===== src/rtl/pipe_ctrl_pkg.sv =====
// Shared definitions for the pipeline control slice: opcodes, ALU-op
// encodings, the per-instruction control bundle and the bubble constant.
package pipe_ctrl_pkg;

    // Major opcodes recognised by the decoder (instr[6:0])
    localparam logic [6:0] OP_RTYPE  = 7'b0110011;
    localparam logic [6:0] OP_LOAD   = 7'b0000011;
    localparam logic [6:0] OP_STORE  = 7'b0100011;
    localparam logic [6:0] OP_BRANCH = 7'b1100011;
    localparam logic [6:0] OP_IMM    = 7'b0010011;
    localparam logic [6:0] OP_JAL    = 7'b1101111;
    localparam logic [6:0] OP_JALR   = 7'b1100111;

    // ALU-op encodings handed to the ALU control stage
    typedef enum logic [1:0] {
        ALU_ADD    = 2'b00,
        ALU_BRANCH = 2'b01,
        ALU_RFUNC  = 2'b10,
        ALU_IFUNC  = 2'b11
    } aluop_e;

    // Control bundle produced by the decoder and carried in ID/EX
    typedef struct packed {
        logic       regwrite;
        logic       alusrc;
        logic       memread;
        logic       memwrite;
        logic       memtoreg;
        logic       branch;
        logic       jump;
        logic [1:0] aluop;
    } ctrl_t;

    // A bubble carries no side effects at all
    localparam ctrl_t CTRL_BUBBLE = '0;

    // True for formats that read rs2 as a register operand
    function automatic logic uses_rs2(input logic [6:0] opcode);
        return (opcode == OP_RTYPE) || (opcode == OP_STORE) || (opcode == OP_BRANCH);
    endfunction

endpackage


===== src/rtl/pipe_control_if.sv =====
// Bundle of the ID-side request signals and the registered control outputs
// of pipe_control. The master side is the pipeline datapath, the slave
// side is pipe_control itself.
interface pipe_control_if #(
    parameter int ALUOP_W   = 2,
    parameter int ILL_CNT_W = 8
);
    // Requests from the ID stage
    logic [31:0]          instr_i;
    logic                 id_valid_i;
    logic                 stall_i;
    logic                 flush_i;

    // Hazard indication and ID/EX control register
    logic                 hazard_o;
    logic                 ex_valid_o;
    logic                 ex_regwrite_o;
    logic                 ex_memread_o;
    logic                 ex_memwrite_o;
    logic                 ex_memtoreg_o;
    logic                 ex_branch_o;
    logic                 ex_alusrc_o;
    logic                 ex_jump_o;
    logic [ALUOP_W-1:0]   ex_aluop_o;
    logic [4:0]           ex_rd_o;

    // EX/MEM control register
    logic                 mem_valid_o;
    logic                 mem_regwrite_o;
    logic                 mem_memread_o;
    logic                 mem_memwrite_o;
    logic                 mem_memtoreg_o;
    logic [4:0]           mem_rd_o;

    // Illegal-instruction reporting
    logic                 illegal_o;
    logic [ILL_CNT_W-1:0] ill_cnt_o;

    modport master (
        output instr_i, id_valid_i, stall_i, flush_i,
        input  hazard_o,
        input  ex_valid_o, ex_regwrite_o, ex_memread_o, ex_memwrite_o,
        input  ex_memtoreg_o, ex_branch_o, ex_alusrc_o, ex_jump_o,
        input  ex_aluop_o, ex_rd_o,
        input  mem_valid_o, mem_regwrite_o, mem_memread_o, mem_memwrite_o,
        input  mem_memtoreg_o, mem_rd_o,
        input  illegal_o, ill_cnt_o
    );

    modport slave (
        input  instr_i, id_valid_i, stall_i, flush_i,
        output hazard_o,
        output ex_valid_o, ex_regwrite_o, ex_memread_o, ex_memwrite_o,
        output ex_memtoreg_o, ex_branch_o, ex_alusrc_o, ex_jump_o,
        output ex_aluop_o, ex_rd_o,
        output mem_valid_o, mem_regwrite_o, mem_memread_o, mem_memwrite_o,
        output mem_memtoreg_o, mem_rd_o,
        output illegal_o, ill_cnt_o
    );

endinterface


===== src/rtl/ctrl_decode.sv =====
// Combinational main-opcode decoder: opcode -> control bundle + illegal flag.
// Define PIPE_CONTROL_JUMP_EN to decode jal/jalr; otherwise they are illegal.
module ctrl_decode
    import pipe_ctrl_pkg::*;
(
    input  logic [6:0] i_opcode,
    output ctrl_t      o_ctrl,
    output logic       o_illegal
);

    // Opcode lookup; anything unrecognised decodes to a bubble and flags illegal
    always_comb begin
        // NOTE: every output gets a default before the case so no path can infer a latch.
        o_ctrl    = CTRL_BUBBLE;
        o_illegal = 1'b0;
        case (i_opcode)
            OP_RTYPE: begin
                o_ctrl.regwrite = 1'b1;
                o_ctrl.aluop    = ALU_RFUNC;
            end
            OP_LOAD: begin
                o_ctrl.regwrite = 1'b1;
                o_ctrl.alusrc   = 1'b1;
                o_ctrl.memread  = 1'b1;
                o_ctrl.memtoreg = 1'b1;
                o_ctrl.aluop    = ALU_ADD;
            end
            OP_STORE: begin
                o_ctrl.alusrc   = 1'b1;
                o_ctrl.memwrite = 1'b1;
                o_ctrl.aluop    = ALU_ADD;
            end
            OP_BRANCH: begin
                o_ctrl.branch   = 1'b1;
                o_ctrl.aluop    = ALU_BRANCH;
            end
            OP_IMM: begin
                o_ctrl.regwrite = 1'b1;
                o_ctrl.alusrc   = 1'b1;
                o_ctrl.aluop    = ALU_IFUNC;
            end
`ifdef PIPE_CONTROL_JUMP_EN
            OP_JAL: begin
                o_ctrl.regwrite = 1'b1;
                o_ctrl.jump     = 1'b1;
                o_ctrl.aluop    = ALU_ADD;
            end
            OP_JALR: begin
                o_ctrl.regwrite = 1'b1;
                o_ctrl.alusrc   = 1'b1;
                o_ctrl.jump     = 1'b1;
                o_ctrl.aluop    = ALU_ADD;
            end
`endif
            default: begin
                o_illegal = 1'b1;
            end
        endcase
    end

endmodule


===== src/rtl/pipe_control.sv =====
// Pipeline control slice: decodes the ID instruction, detects load-use
// hazards, and carries control bits through the ID/EX and EX/MEM registers.
// Also reports and counts (saturating) accepted illegal opcodes.
// Optional: define PIPE_CONTROL_JUMP_EN to enable jal/jalr decode; without
// it ex_jump_o is tied low and jal/jalr are illegal.
module pipe_control
    import pipe_ctrl_pkg::*;
#(
    parameter int ALUOP_W   = 2,
    parameter int ILL_CNT_W = 8
) (
    input  logic           clk_i,
    input  logic           rst_i,
    pipe_control_if.slave  bus
);

    // ID-stage instruction fields
    logic [6:0] w_opcode;
    logic [4:0] w_rd;
    logic [4:0] w_rs1;
    logic [4:0] w_rs2;
    logic       w_unused_instr_bits;

    assign w_opcode            = bus.instr_i[6:0];
    assign w_rd                = bus.instr_i[11:7];
    assign w_rs1               = bus.instr_i[19:15];
    assign w_rs2               = bus.instr_i[24:20];
    assign w_unused_instr_bits = ^{bus.instr_i[31:25], bus.instr_i[14:12]};

    // Decoder
    ctrl_t w_dec_ctrl;
    logic  w_dec_illegal;

    ctrl_decode u_decode (
        .i_opcode  (w_opcode),
        .o_ctrl    (w_dec_ctrl),
        .o_illegal (w_dec_illegal)
    );

    // ID/EX and EX/MEM state
    logic                 r_ex_valid;
    ctrl_t                r_ex_ctrl;
    logic [4:0]           r_ex_rd;
    logic                 r_mem_valid;
    logic                 r_mem_regwrite;
    logic                 r_mem_memread;
    logic                 r_mem_memwrite;
    logic                 r_mem_memtoreg;
    logic [4:0]           r_mem_rd;
    logic                 r_illegal;
    logic [ILL_CNT_W-1:0] r_ill_cnt;

    logic w_hazard;
    logic w_accept;

    // Load-use hazard: the load in EX writes a register the ID instruction reads
    always_comb begin
        w_hazard = bus.id_valid_i & r_ex_valid & r_ex_ctrl.memread & (r_ex_rd != 5'd0)
                 & ((r_ex_rd == w_rs1) | ((r_ex_rd == w_rs2) & uses_rs2(w_opcode)))
                 & ~bus.flush_i;
    end

    // An instruction is accepted only when it actually enters EX
    assign w_accept = bus.id_valid_i & ~bus.flush_i & ~bus.stall_i & ~w_hazard;

    // ID/EX register: reset > flush > stall > hazard bubble > normal load
    always_ff @(posedge clk_i) begin
        // NOTE: sequential state uses non-blocking assignments so every register samples pre-edge values.
        if (rst_i) begin
            r_ex_valid <= 1'b0;
            r_ex_ctrl  <= CTRL_BUBBLE;
            r_ex_rd    <= 5'd0;
        end else if (bus.flush_i) begin
            r_ex_valid <= 1'b0;
            r_ex_ctrl  <= CTRL_BUBBLE;
            r_ex_rd    <= 5'd0;
        end else if (!bus.stall_i) begin
            if (w_hazard || !bus.id_valid_i) begin
                r_ex_valid <= 1'b0;
                r_ex_ctrl  <= CTRL_BUBBLE;
                r_ex_rd    <= 5'd0;
            end else begin
                r_ex_valid <= 1'b1;
                r_ex_ctrl  <= w_dec_ctrl;
                r_ex_rd    <= w_rd;
            end
        end
    end

    // EX/MEM register: follows ID/EX unless stalled; flush does not reach it
    always_ff @(posedge clk_i) begin
        if (rst_i) begin
            r_mem_valid    <= 1'b0;
            r_mem_regwrite <= 1'b0;
            r_mem_memread  <= 1'b0;
            r_mem_memwrite <= 1'b0;
            r_mem_memtoreg <= 1'b0;
            r_mem_rd       <= 5'd0;
        end else if (!bus.stall_i) begin
            r_mem_valid    <= r_ex_valid;
            r_mem_regwrite <= r_ex_ctrl.regwrite;
            r_mem_memread  <= r_ex_ctrl.memread;
            r_mem_memwrite <= r_ex_ctrl.memwrite;
            r_mem_memtoreg <= r_ex_ctrl.memtoreg;
            r_mem_rd       <= r_ex_rd;
        end
    end

    // Illegal-opcode pulse and saturating counter, driven by accepted instructions only
    always_ff @(posedge clk_i) begin
        if (rst_i) begin
            r_illegal <= 1'b0;
            r_ill_cnt <= '0;
        end else begin
            r_illegal <= w_accept & w_dec_illegal;
            if (w_accept && w_dec_illegal && (r_ill_cnt != '1)) begin
                r_ill_cnt <= r_ill_cnt + ILL_CNT_W'(1);
            end
        end
    end

    // ALU-op zero-padded to the configured output width
    logic [ALUOP_W-1:0] w_ex_aluop;

    always_comb begin
        w_ex_aluop      = '0;
        w_ex_aluop[1:0] = r_ex_ctrl.aluop;
    end

    assign bus.hazard_o       = w_hazard;
    assign bus.ex_valid_o     = r_ex_valid;
    assign bus.ex_regwrite_o  = r_ex_ctrl.regwrite;
    assign bus.ex_memread_o   = r_ex_ctrl.memread;
    assign bus.ex_memwrite_o  = r_ex_ctrl.memwrite;
    assign bus.ex_memtoreg_o  = r_ex_ctrl.memtoreg;
    assign bus.ex_branch_o    = r_ex_ctrl.branch;
    assign bus.ex_alusrc_o    = r_ex_ctrl.alusrc;
`ifdef PIPE_CONTROL_JUMP_EN
    assign bus.ex_jump_o      = r_ex_ctrl.jump;
`else
    assign bus.ex_jump_o      = 1'b0;
`endif
    assign bus.ex_aluop_o     = w_ex_aluop;
    assign bus.ex_rd_o        = r_ex_rd;
    assign bus.mem_valid_o    = r_mem_valid;
    assign bus.mem_regwrite_o = r_mem_regwrite;
    assign bus.mem_memread_o  = r_mem_memread;
    assign bus.mem_memwrite_o = r_mem_memwrite;
    assign bus.mem_memtoreg_o = r_mem_memtoreg;
    assign bus.mem_rd_o       = r_mem_rd;
    assign bus.illegal_o      = r_illegal;
    assign bus.ill_cnt_o      = r_ill_cnt;

endmodule


===== src/flat_wrapper.sv =====
// flat-port wrapper written by rule: the top's interface ports become plain ports
module pipe_control_flat import pipe_ctrl_pkg::*;
#(
    parameter int ALUOP_W   = 2,
    parameter int ILL_CNT_W = 8
)
  (clk_i, rst_i, bus_instr_i, bus_id_valid_i, bus_stall_i, bus_flush_i, bus_hazard_o, bus_ex_valid_o, bus_ex_regwrite_o, bus_ex_memread_o, bus_ex_memwrite_o, bus_ex_memtoreg_o, bus_ex_branch_o, bus_ex_alusrc_o, bus_ex_jump_o, bus_ex_aluop_o, bus_ex_rd_o, bus_mem_valid_o, bus_mem_regwrite_o, bus_mem_memread_o, bus_mem_memwrite_o, bus_mem_memtoreg_o, bus_mem_rd_o, bus_illegal_o, bus_ill_cnt_o);
  pipe_control_if #(.ALUOP_W(ALUOP_W), .ILL_CNT_W(ILL_CNT_W)) bus_i ();
  input  logic clk_i;
  input  logic rst_i;
  input wire logic [$bits(bus_i.instr_i)-1:0] bus_instr_i;
  input wire logic [$bits(bus_i.id_valid_i)-1:0] bus_id_valid_i;
  input wire logic [$bits(bus_i.stall_i)-1:0] bus_stall_i;
  input wire logic [$bits(bus_i.flush_i)-1:0] bus_flush_i;
  output wire logic [$bits(bus_i.hazard_o)-1:0] bus_hazard_o;
  output wire logic [$bits(bus_i.ex_valid_o)-1:0] bus_ex_valid_o;
  output wire logic [$bits(bus_i.ex_regwrite_o)-1:0] bus_ex_regwrite_o;
  output wire logic [$bits(bus_i.ex_memread_o)-1:0] bus_ex_memread_o;
  output wire logic [$bits(bus_i.ex_memwrite_o)-1:0] bus_ex_memwrite_o;
  output wire logic [$bits(bus_i.ex_memtoreg_o)-1:0] bus_ex_memtoreg_o;
  output wire logic [$bits(bus_i.ex_branch_o)-1:0] bus_ex_branch_o;
  output wire logic [$bits(bus_i.ex_alusrc_o)-1:0] bus_ex_alusrc_o;
  output wire logic [$bits(bus_i.ex_jump_o)-1:0] bus_ex_jump_o;
  output wire logic [$bits(bus_i.ex_aluop_o)-1:0] bus_ex_aluop_o;
  output wire logic [$bits(bus_i.ex_rd_o)-1:0] bus_ex_rd_o;
  output wire logic [$bits(bus_i.mem_valid_o)-1:0] bus_mem_valid_o;
  output wire logic [$bits(bus_i.mem_regwrite_o)-1:0] bus_mem_regwrite_o;
  output wire logic [$bits(bus_i.mem_memread_o)-1:0] bus_mem_memread_o;
  output wire logic [$bits(bus_i.mem_memwrite_o)-1:0] bus_mem_memwrite_o;
  output wire logic [$bits(bus_i.mem_memtoreg_o)-1:0] bus_mem_memtoreg_o;
  output wire logic [$bits(bus_i.mem_rd_o)-1:0] bus_mem_rd_o;
  output wire logic [$bits(bus_i.illegal_o)-1:0] bus_illegal_o;
  output wire logic [$bits(bus_i.ill_cnt_o)-1:0] bus_ill_cnt_o;
  assign bus_i.instr_i = bus_instr_i;
  assign bus_i.id_valid_i = bus_id_valid_i;
  assign bus_i.stall_i = bus_stall_i;
  assign bus_i.flush_i = bus_flush_i;
  assign bus_hazard_o = bus_i.hazard_o;
  assign bus_ex_valid_o = bus_i.ex_valid_o;
  assign bus_ex_regwrite_o = bus_i.ex_regwrite_o;
  assign bus_ex_memread_o = bus_i.ex_memread_o;
  assign bus_ex_memwrite_o = bus_i.ex_memwrite_o;
  assign bus_ex_memtoreg_o = bus_i.ex_memtoreg_o;
  assign bus_ex_branch_o = bus_i.ex_branch_o;
  assign bus_ex_alusrc_o = bus_i.ex_alusrc_o;
  assign bus_ex_jump_o = bus_i.ex_jump_o;
  assign bus_ex_aluop_o = bus_i.ex_aluop_o;
  assign bus_ex_rd_o = bus_i.ex_rd_o;
  assign bus_mem_valid_o = bus_i.mem_valid_o;
  assign bus_mem_regwrite_o = bus_i.mem_regwrite_o;
  assign bus_mem_memread_o = bus_i.mem_memread_o;
  assign bus_mem_memwrite_o = bus_i.mem_memwrite_o;
  assign bus_mem_memtoreg_o = bus_i.mem_memtoreg_o;
  assign bus_mem_rd_o = bus_i.mem_rd_o;
  assign bus_illegal_o = bus_i.illegal_o;
  assign bus_ill_cnt_o = bus_i.ill_cnt_o;
  pipe_control #(.ALUOP_W(ALUOP_W), .ILL_CNT_W(ILL_CNT_W)) u_core (.clk_i(clk_i), .rst_i(rst_i), .bus(bus_i));
endmodule

===== config.mk =====
export PLATFORM = sky130hd
export DESIGN_NAME = pipe_control_flat
export DESIGN_NICKNAME = d
export VERILOG_FILES = /design/src/rtl/pipe_ctrl_pkg.sv /design/src/rtl/pipe_control_if.sv /design/src/rtl/ctrl_decode.sv /design/src/rtl/pipe_control.sv /design/src/flat_wrapper.sv
export SDC_FILE = /design/constraint.sdc
export NUM_CORES = 1
export LEC_CHECK = 0
export ABC_AREA = 1
export ABC_CLOCK_PERIOD_IN_PS = 1700
export BUFFER_PORTS_ARGS = -buffer_cell sky130_fd_sc_hd__buf_2
export CORE_UTILIZATION = 47
export DETAILED_ROUTE_END_ITERATION = 8
export PLACE_DENSITY_LB_ADDON = 0.2
export REMOVE_ABC_BUFFERS = 1
export SYNTH_ARGS = -nofsm -noshare
export SYNTH_HDL_FRONTEND = slang
export SYNTH_SLANG_ARGS = --single-unit

===== constraint.sdc =====
create_clock -name clk_i -period 1.7 [get_ports clk_i]
set_input_delay 0.34 -clock clk_i [delete_from_list [all_inputs] [get_ports clk_i]]
set_output_delay 0.34 -clock clk_i [all_outputs]
set_load 0.02 [all_outputs]

==> results of run 1 <==
-- area by class of cell --
class                           count  area (um2)  share of cell area
Multi-Input combinational cell    157         887               0.420
Sequential cell                    31         632               0.299
Timing Repair Buffer               75         420               0.199
Inverter                           18        70.1              0.0331
Tap cell                           44        55.1              0.0260
Clock buffer                        7        45.0              0.0213
Clock inverter                      1        5.00             0.00237
-- sequential cells by signal, summed over array words and instances, names as in the netlist --
name / count
u_core.bus.mem_rd_o: 5
u_core.bus.ex_memtoreg_o: 1
u_core.bus.mem_memwrite_o: 1
u_core.bus.ex_valid_o: 1
u_core.bus.ill_cnt_o: 8
u_core.bus.ex_regwrite_o: 1
u_core.bus.ex_rd_o: 5
u_core.bus.ex_alusrc_o: 1
u_core.bus.mem_valid_o: 1
u_core.bus.illegal_o: 1
u_core.bus.mem_regwrite_o: 1
u_core.bus.ex_branch_o: 1
u_core.bus.mem_memtoreg_o: 1
u_core.bus.ex_memwrite_o: 1
u_core.bus.ex_aluop_o: 2
-- worst reg2reg max path, delay by kind of cell, from the launching register on --
| family | cells | cell delay (ns) |
|---|---|---|
| compound gates | 1 | 0.14 |
| simple gates | 7 | 0.58 |
| buf+inv | 2 | 0.28 |
| xor+xnor | 1 | 0.11 |
| flops | 1 | 0.39 |
-- cell families after synthesis --
kind of cell | Yosys count
AOI/OAI and AO/OA | 29
xor gates and xnor gates | 13
adders and majority gates | 1
buffers and inverters | 29
DFF | 31
other | 1
and+or+nand+nor | 113
-- Yosys cell counts, types with 2 or more instances --
master                      n  area, um2
sky130_fd_sc_hd__xor2_1    10       87.6
sky130_fd_sc_hd__nand2_2    3       18.8
sky130_fd_sc_hd__inv_2      2       7.51
sky130_fd_sc_hd__xnor2_1    3       26.3
sky130_fd_sc_hd__buf_4      4       30.0
sky130_fd_sc_hd__dfxtp_1   31        621
sky130_fd_sc_hd__clkbuf_1   4       15.0
sky130_fd_sc_hd__nor2_1    33        124
sky130_fd_sc_hd__nand3_1   15       75.1
sky130_fd_sc_hd__nand2_1   35        131
sky130_fd_sc_hd__a21oi_1   20        100
sky130_fd_sc_hd__inv_1     15       56.3
sky130_fd_sc_hd__nand4_1   11       68.8
sky130_fd_sc_hd__o21ai_0    9       45.0
sky130_fd_sc_hd__nand3_2    6       60.1
-- routing by layer --
layer  vias to the layer above  routed length (um)  track usage
met3                         7                 176       0.0405
met5                         -                   0            0
met4                         0                  59       0.0974
li1                        851                   -            -
met1                       735                1870        0.290
met2                        50                1730        0.342
-- power by group through the flow --
stage / registers, mW / logic, mW / clock network, mW
CTS: 0.752 / 0.191 / 0.419
global placement: 0.771 / 0.184 / 0
detailed placement: 0.771 / 0.186 / 0
finish: 0.752 / 0.192 / 0.420
global route: 0.754 / 0.213 / 0.452
floorplan: 0.792 / 0.0801 / 0
-- worst paths after layout --
| path | from | to | slack (ns) |
|---|---|---|---|
| max | u_core.bus.ex_rd_o[2] | bus_hazard_o | -0.07 |
| min | bus_instr_i[8] | u_core.bus.ex_rd_o[1] | 0.25 |
| max reg2reg | u_core.bus.ex_rd_o[2] | u_core.bus.ill_cnt_o[4] | 0.12 |
| min reg2reg | u_core.bus.ex_alusrc_o | u_core.bus.ex_alusrc_o | 0.47 |
-- stage by stage --
stage | setup slack, ns | hold slack, ns | instance area, um2
finish | -0.0669 | 0.246 | 2110
global route | -0.166 | 0.262 | 2110
CTS | -0.0708 | 0.247 | 2100
detailed placement | 0.0489 | 0.459 | 1980
global placement | 0.0603 | 0.453 | 1980
floorplan | 0.0868 | 0.409 | 1560
-- timing repair --
action | in CTS | in global routing
pin swaps | 4 | 2
cloned | 0 | 1
setup buffers | 5 | 0
setup endpoints to repair | 1 | 9
gates resized for setup | 12 | 4
==> out/summary.txt, run 1 <==
share of power burned in the clock network: 0.308
worst-skew pair later-pin latency: 0.34 ns
EDFF count, synth: 0
Inst Count DP: 319
Final Max Slew Viols: 0
Die Y-Extent: 60.8 um
setup TNS after final layout: -0.0669 ns
clock tree skew after final layout: 0.0175 ns
switching power of the nets: 0.386 mW
instance count along the most critical hold path: 3
global-route wire length before repair: 5930 um
placer's final routability congestion estimate: 0.797
Compound-Gate Fraction of Synth Area: 0.0893
total stage count of the critical path: 8
global-route usage over all layers: 0.218
top library cells by usage in the layout, fill and taps aside: 60 x sky130_fd_sc_hd__buf_2, 35 x sky130_fd_sc_hd__nand2_1, 32 x sky130_fd_sc_hd__nor2_1
ports placed on the boundary: 72
share of the core filled with cells in the final layout: 0.665
number of distinct standard cells referenced by the synthesized netlist: 31
antenna violations before repair: 0
endpoint class of the critical path: output port
number of diodes added for antenna fixing: 0
violation count after the first detailed-routing iteration: 82
number of flip-flops and latches in the synthesized netlist: 31
PortBufs: 60
Chip Width: 60.8 um
Post-Synth Simple-Gate Area: 0.367
cts-stage hold buffer count: 0
run status: complete, but fails checks
RSZ-0062 raised after global routing: yes
Final Total Pwr: 1.36 mW
Hold Path Class: in -> reg
cell area power density: 645 mW/mm2
worst reg-to-reg path cell count: 11
Ys Warns: 0
Syn Inst Count: 217
failing checks: setup timing
number of placement rows: 20
fraction of final layout cells with drive strength greater than 1: 0.381
cell leakage power: 1.07 nW
Detailed Route WL: 3840 um
number of nets in the layout: 326
maximum number of pins on one net before global-route repair: 15
highest cell delay on the worst timing path: 0.39 ns
DP Wirelength: 2700 um
final setup margin: -0.0669 ns
synthesized area divided by synthesized cell count: 7.49 um2
chain of cells forming the critical path: xnor2_2, nand2_1, nor2_1, nand3_1, nand2_2, nand2_4, inv_4, buf_6
CP bufs+invs: 2
maximum achievable frequency: 566 MHz
final critical delay including setup and external delays: 1.77 ns
multiplexer share of the synthesized area: 0
Sink Count: 31
deepest clock path buffer count: 2
Inserted Clock Buffers: 5
Final Instance Count excl. Fillers: 333
required time of the worst setup path: 1.36 ns
number of max-capacitance violations reported: 0
critical path's slowest cell: sky130_fd_sc_hd__dfxtp_4
Largest delay share family, worst path: simple AND/OR/NAND/NOR gates
number of filler cells placed in the layout: 289
Setup violations, final: 1
Area Growth Syn to Fin: 30.1%
# DRC: 0
number of endpoints with negative hold slack in the final report: 0
core outline area: 0.00318 mm2
post-synth design cell area: 0.00163 mm2
maximum ir drop on the vdd rail: 0.000359 V
commonest non-fill, non-tap cell in the layout: sky130_fd_sc_hd__buf_2
initial standard-cell utilization of the core: 0.511
category of the worst setup path launch point: register
arrival time of data at the critical path endpoint: 1.43 ns
overflow left after global routing: 0
H-Tree Depth: 2
full die area: 0.00370 mm2
number of vias after detailed routing: 1643
crit path kind: reg -> out
combinational family with the most area after synthesis: simple AND/OR/NAND/NOR gates
share of the synthesized netlist area taken by xor and xnor gates: 0.0701
fraction of the yosys area taken by sequential cells: 0.382
Post-Synth Adder-Cell Area: 0.00770
number of global-route vias before repair: 1383
number of optimization iterations in the first detailed-route pass: 4
Post-synth top flop: sky130_fd_sc_hd__dfxtp_1
share of synthesized registers carrying an async set or reset: 0
register share of total power: 0.552
combinational group share of total power: 0.141
routed length per instance: 11.5 um
clock tree from TritonCTS: built
worst-path maximum fanout: 4
internal power: 0.977 mW
average via count per standard cell: 4.93
post-detailed-route count of antenna-violating nets: 0
clk root buf: sky130_fd_sc_hd__clkbuf_4
Final Cycle Share: 1.04
clock slew at reported path FFs: 0.10 ns
Net Sw Frac: 0.283
(Power assumes the default switching activity.)
==> inputs of run 2 (changes only) <==
- ABC_CLOCK_PERIOD_IN_PS: 1700 -> 1430
- CAP_MARGIN: unset -> 25
- CORE_UTILIZATION: 47 -> 42
- clock period: 1.7 -> 1.43 ns (I/O delays scaled with it)
==> out/summary.txt, run 2 (synthesis gave the netlist of run 1 again) <==
number of nets in the layout: 352 (+8.0%)
final critical delay including setup and external delays: 1.67 ns
number of endpoints with negative hold slack in the final report: 0 (unchanged)
initial standard-cell utilization of the core: 0.441 (-0.0708)
maximum ir drop on the vdd rail: 0.000634 V (+77%)
relative slew slack: 0.614
share of the core filled with cells in the final layout: 0.695 (+0.0300)
deepest clock path buffer count: 2 (unchanged)
register share of total power: 0.481 (-0.071)
Detailed Route WL: 4460 um (+16%)
maximum achievable frequency: 599 MHz
setup TNS after final layout: -2.27 ns (-2.20 ns)
top library cells by usage in the layout, fill and taps aside: 59 x sky130_fd_sc_hd__buf_2, 32 x sky130_fd_sc_hd__buf_4, 31 x sky130_fd_sc_hd__nor2_1
cts-stage hold buffer count: 0 (unchanged)
clk root buf: sky130_fd_sc_hd__clkbuf_8
combinational group share of total power: 0.148 (+0.007)
Final Max Slew Viols: 0 (unchanged)
maximum number of pins on one net before global-route repair: 23 (+8)
Hold Path Class: in -> reg
global-route wire length before repair: 6710 um (+13%)
Chip Width: 64.2 um (+5.6%)
number of filler cells placed in the layout: 315 (+9.0%)
Reg2Reg Capture Point: u_core.bus.ill_cnt_o[0]
worst reg-to-reg path cell count: 11 (unchanged)
average via count per standard cell: 4.92 (-0.34%)
number of optimization iterations in the first detailed-route pass: 4 (unchanged)
# DRC: 0 (unchanged)
DP Wirelength: 2950 um (+9.1%)
fraction of final layout cells with drive strength greater than 1: 0.538 (+0.158)
ports placed on the boundary: 72 (unchanged)
Final Cycle Share: 1.17
beginning of the worst register-to-register path: u_core.bus.ex_rd_o[3]
final setup margin: -0.238 ns (-0.171 ns)
run status: complete, but fails checks
reg2reg setup slack: -0.18 ns (-0.30 ns)
Area Growth Syn to Fin: 57.8%
Net Sw Frac: 0.263 (-0.0201)
cell leakage power: 1.27 nW (+18%)
number of max-capacitance violations reported: 0 (unchanged)
violation count after the first detailed-routing iteration: 61 (-26%)
commonest non-fill, non-tap cell in the layout: sky130_fd_sc_hd__buf_2
number of global-route vias before repair: 1596 (+15%)
crit path kind: reg -> out
clock tree skew after final layout: 0.00520 ns (-0.0123 ns)
chain of cells forming the critical path: xor2_1, nor2_1, nand3_2, nand2_2, nand2_4, inv_4, buf_6
transition time at the pin with the least slew margin: 0.578 ns
worst-skew pair later-pin latency: 0.29 ns (-0.05 ns)
worst-path maximum fanout: 5 (+1)
Sink Count: 31 (unchanged)
share of power burned in the clock network: 0.372 (+0.064)
highest cell delay on the worst timing path: 0.36 ns (-0.03 ns)
endpoint class of the critical path: output port
number of vias after detailed routing: 1780 (+8.3%)
clock slew at reported path FFs: 0.06 ns (-0.04 ns)
Setup crit start: u_core.bus.ex_rd_o[3]
number of placement rows: 22 (+10%)
arrival time of data at the critical path endpoint: 1.38 ns (-0.05 ns)
Setup violations, final: 22 (+21)
global-route usage over all layers: 0.211 (-0.00660)
number of diodes added for antenna fixing: 0 (unchanged)
routed length per instance: 12.3 um (+6.8%)
clock tree from TritonCTS: built
internal power: 1.37 mW (+40%)
full die area: 0.00412 mm2 (+11%)
overflow left after global routing: 0 (unchanged)
hold slack: 0.248 ns (+0.00229 ns)
H-Tree Depth: 2 (unchanged)
switching power of the nets: 0.489 mW (+27%)
failing checks: setup timing
placer's final routability congestion estimate: 0.802 (+0.59%)
core outline area: 0.00369 mm2 (+16%)
required time of the worst setup path: 1.14 ns (-0.22 ns)
Largest register FFs: 8 (unchanged)
Inserted Clock Buffers: 5 (unchanged)
category of the worst setup path launch point: register
RSZ-0062 raised after global routing: yes
antenna violations before repair: 0 (unchanged)
Die Y-Extent: 64.2 um (+5.6%)
post-detailed-route count of antenna-violating nets: 0 (unchanged)
PortBufs: 60 (unchanged)
critical path's slowest cell: sky130_fd_sc_hd__dfxtp_2
critical path capture point: bus_hazard_o
cell area power density: 725 mW/mm2 (+12%)
==> run 2: worst min path at each step <==
stage / depth (start not counted) / slack [ns] / end / start
after floorplan: 1 / 0.36 / u_core.bus.ill_cnt_o[1] / rst_i
after global placement: 2 / 0.45 / u_core.bus.ex_branch_o / u_core.bus.ex_branch_o
after detailed placement: 2 / 0.46 / u_core.bus.ex_branch_o / u_core.bus.ex_branch_o
after CTS: 3 / 0.26 / u_core.bus.ex_rd_o[2] / bus_instr_i[9]
after global routing: 3 / 0.24 / u_core.bus.ex_rd_o[2] / bus_instr_i[9]
final: 3 / 0.25 / u_core.bus.ex_rd_o[3] / bus_instr_i[10]
==> run 2: critical path: cells and delay by family, from the launching register on <==
family        cells  cell delay, ns
flops             1            0.36
simple gates      4            0.40
xor+xnor          1            0.18
buf+inv           2            0.15
==> run 2: per-stage QoR <==
| step | std cells | worst slack [ns] | total power, mW | instance area (um2) |
|---|---|---|---|---|
| finish | 362 | -0.238 | 1.86 | 2560 |
| global route | 362 | -0.284 | 1.94 | 2560 |
| CTS | 356 | -0.231 | 1.85 | 2330 |
| detailed placement | 346 | -0.157 | 1.16 | 2170 |
| global placement | 346 | -0.131 | 1.16 | 2170 |
| floorplan | 206 | -0.183 | 1.04 | 1560 |
==> run 2: routing by layer <==
layer / up-vias / global-route usage / wire (um)
met5: - / 0 / 0
met1: 818 / 0.233 / 1790
li1: 903 / - / -
met2: 51 / 0.375 / 2340
met3: 8 / 0.0536 / 257
met4: 0 / 0.100 / 76
==> run 2: power groups by stage <==
stage | Combinational, mW | Sequential (mW) | Clock (mW)
detailed placement | 0.246 | 0.915 | 0
global route | 0.297 | 0.896 | 0.746
finish | 0.274 | 0.894 | 0.691
global placement | 0.243 | 0.914 | 0
floorplan | 0.0953 | 0.941 | 0
CTS | 0.251 | 0.895 | 0.708
==> run 2: cell type report <==
type	count	area [um2]	share of cell area
clock buffers	6	82.6	0.0322
clock inverters	1	5.00	0.00195
inverters	18	70.1	0.0273
multi-input cells	157	1030	0.403
flip-flops and latches	31	632	0.246
well taps	48	60.1	0.0234
repair buffers	101	682	0.266
==> run 2: timing repair <==
item,CTS,global route
resized for setup,8,49
pin swaps,4,15
gates cloned,1,0
setup buffers,2,6
endpoints found under the hold margin,0,0
setup endpoints to repair,12,22
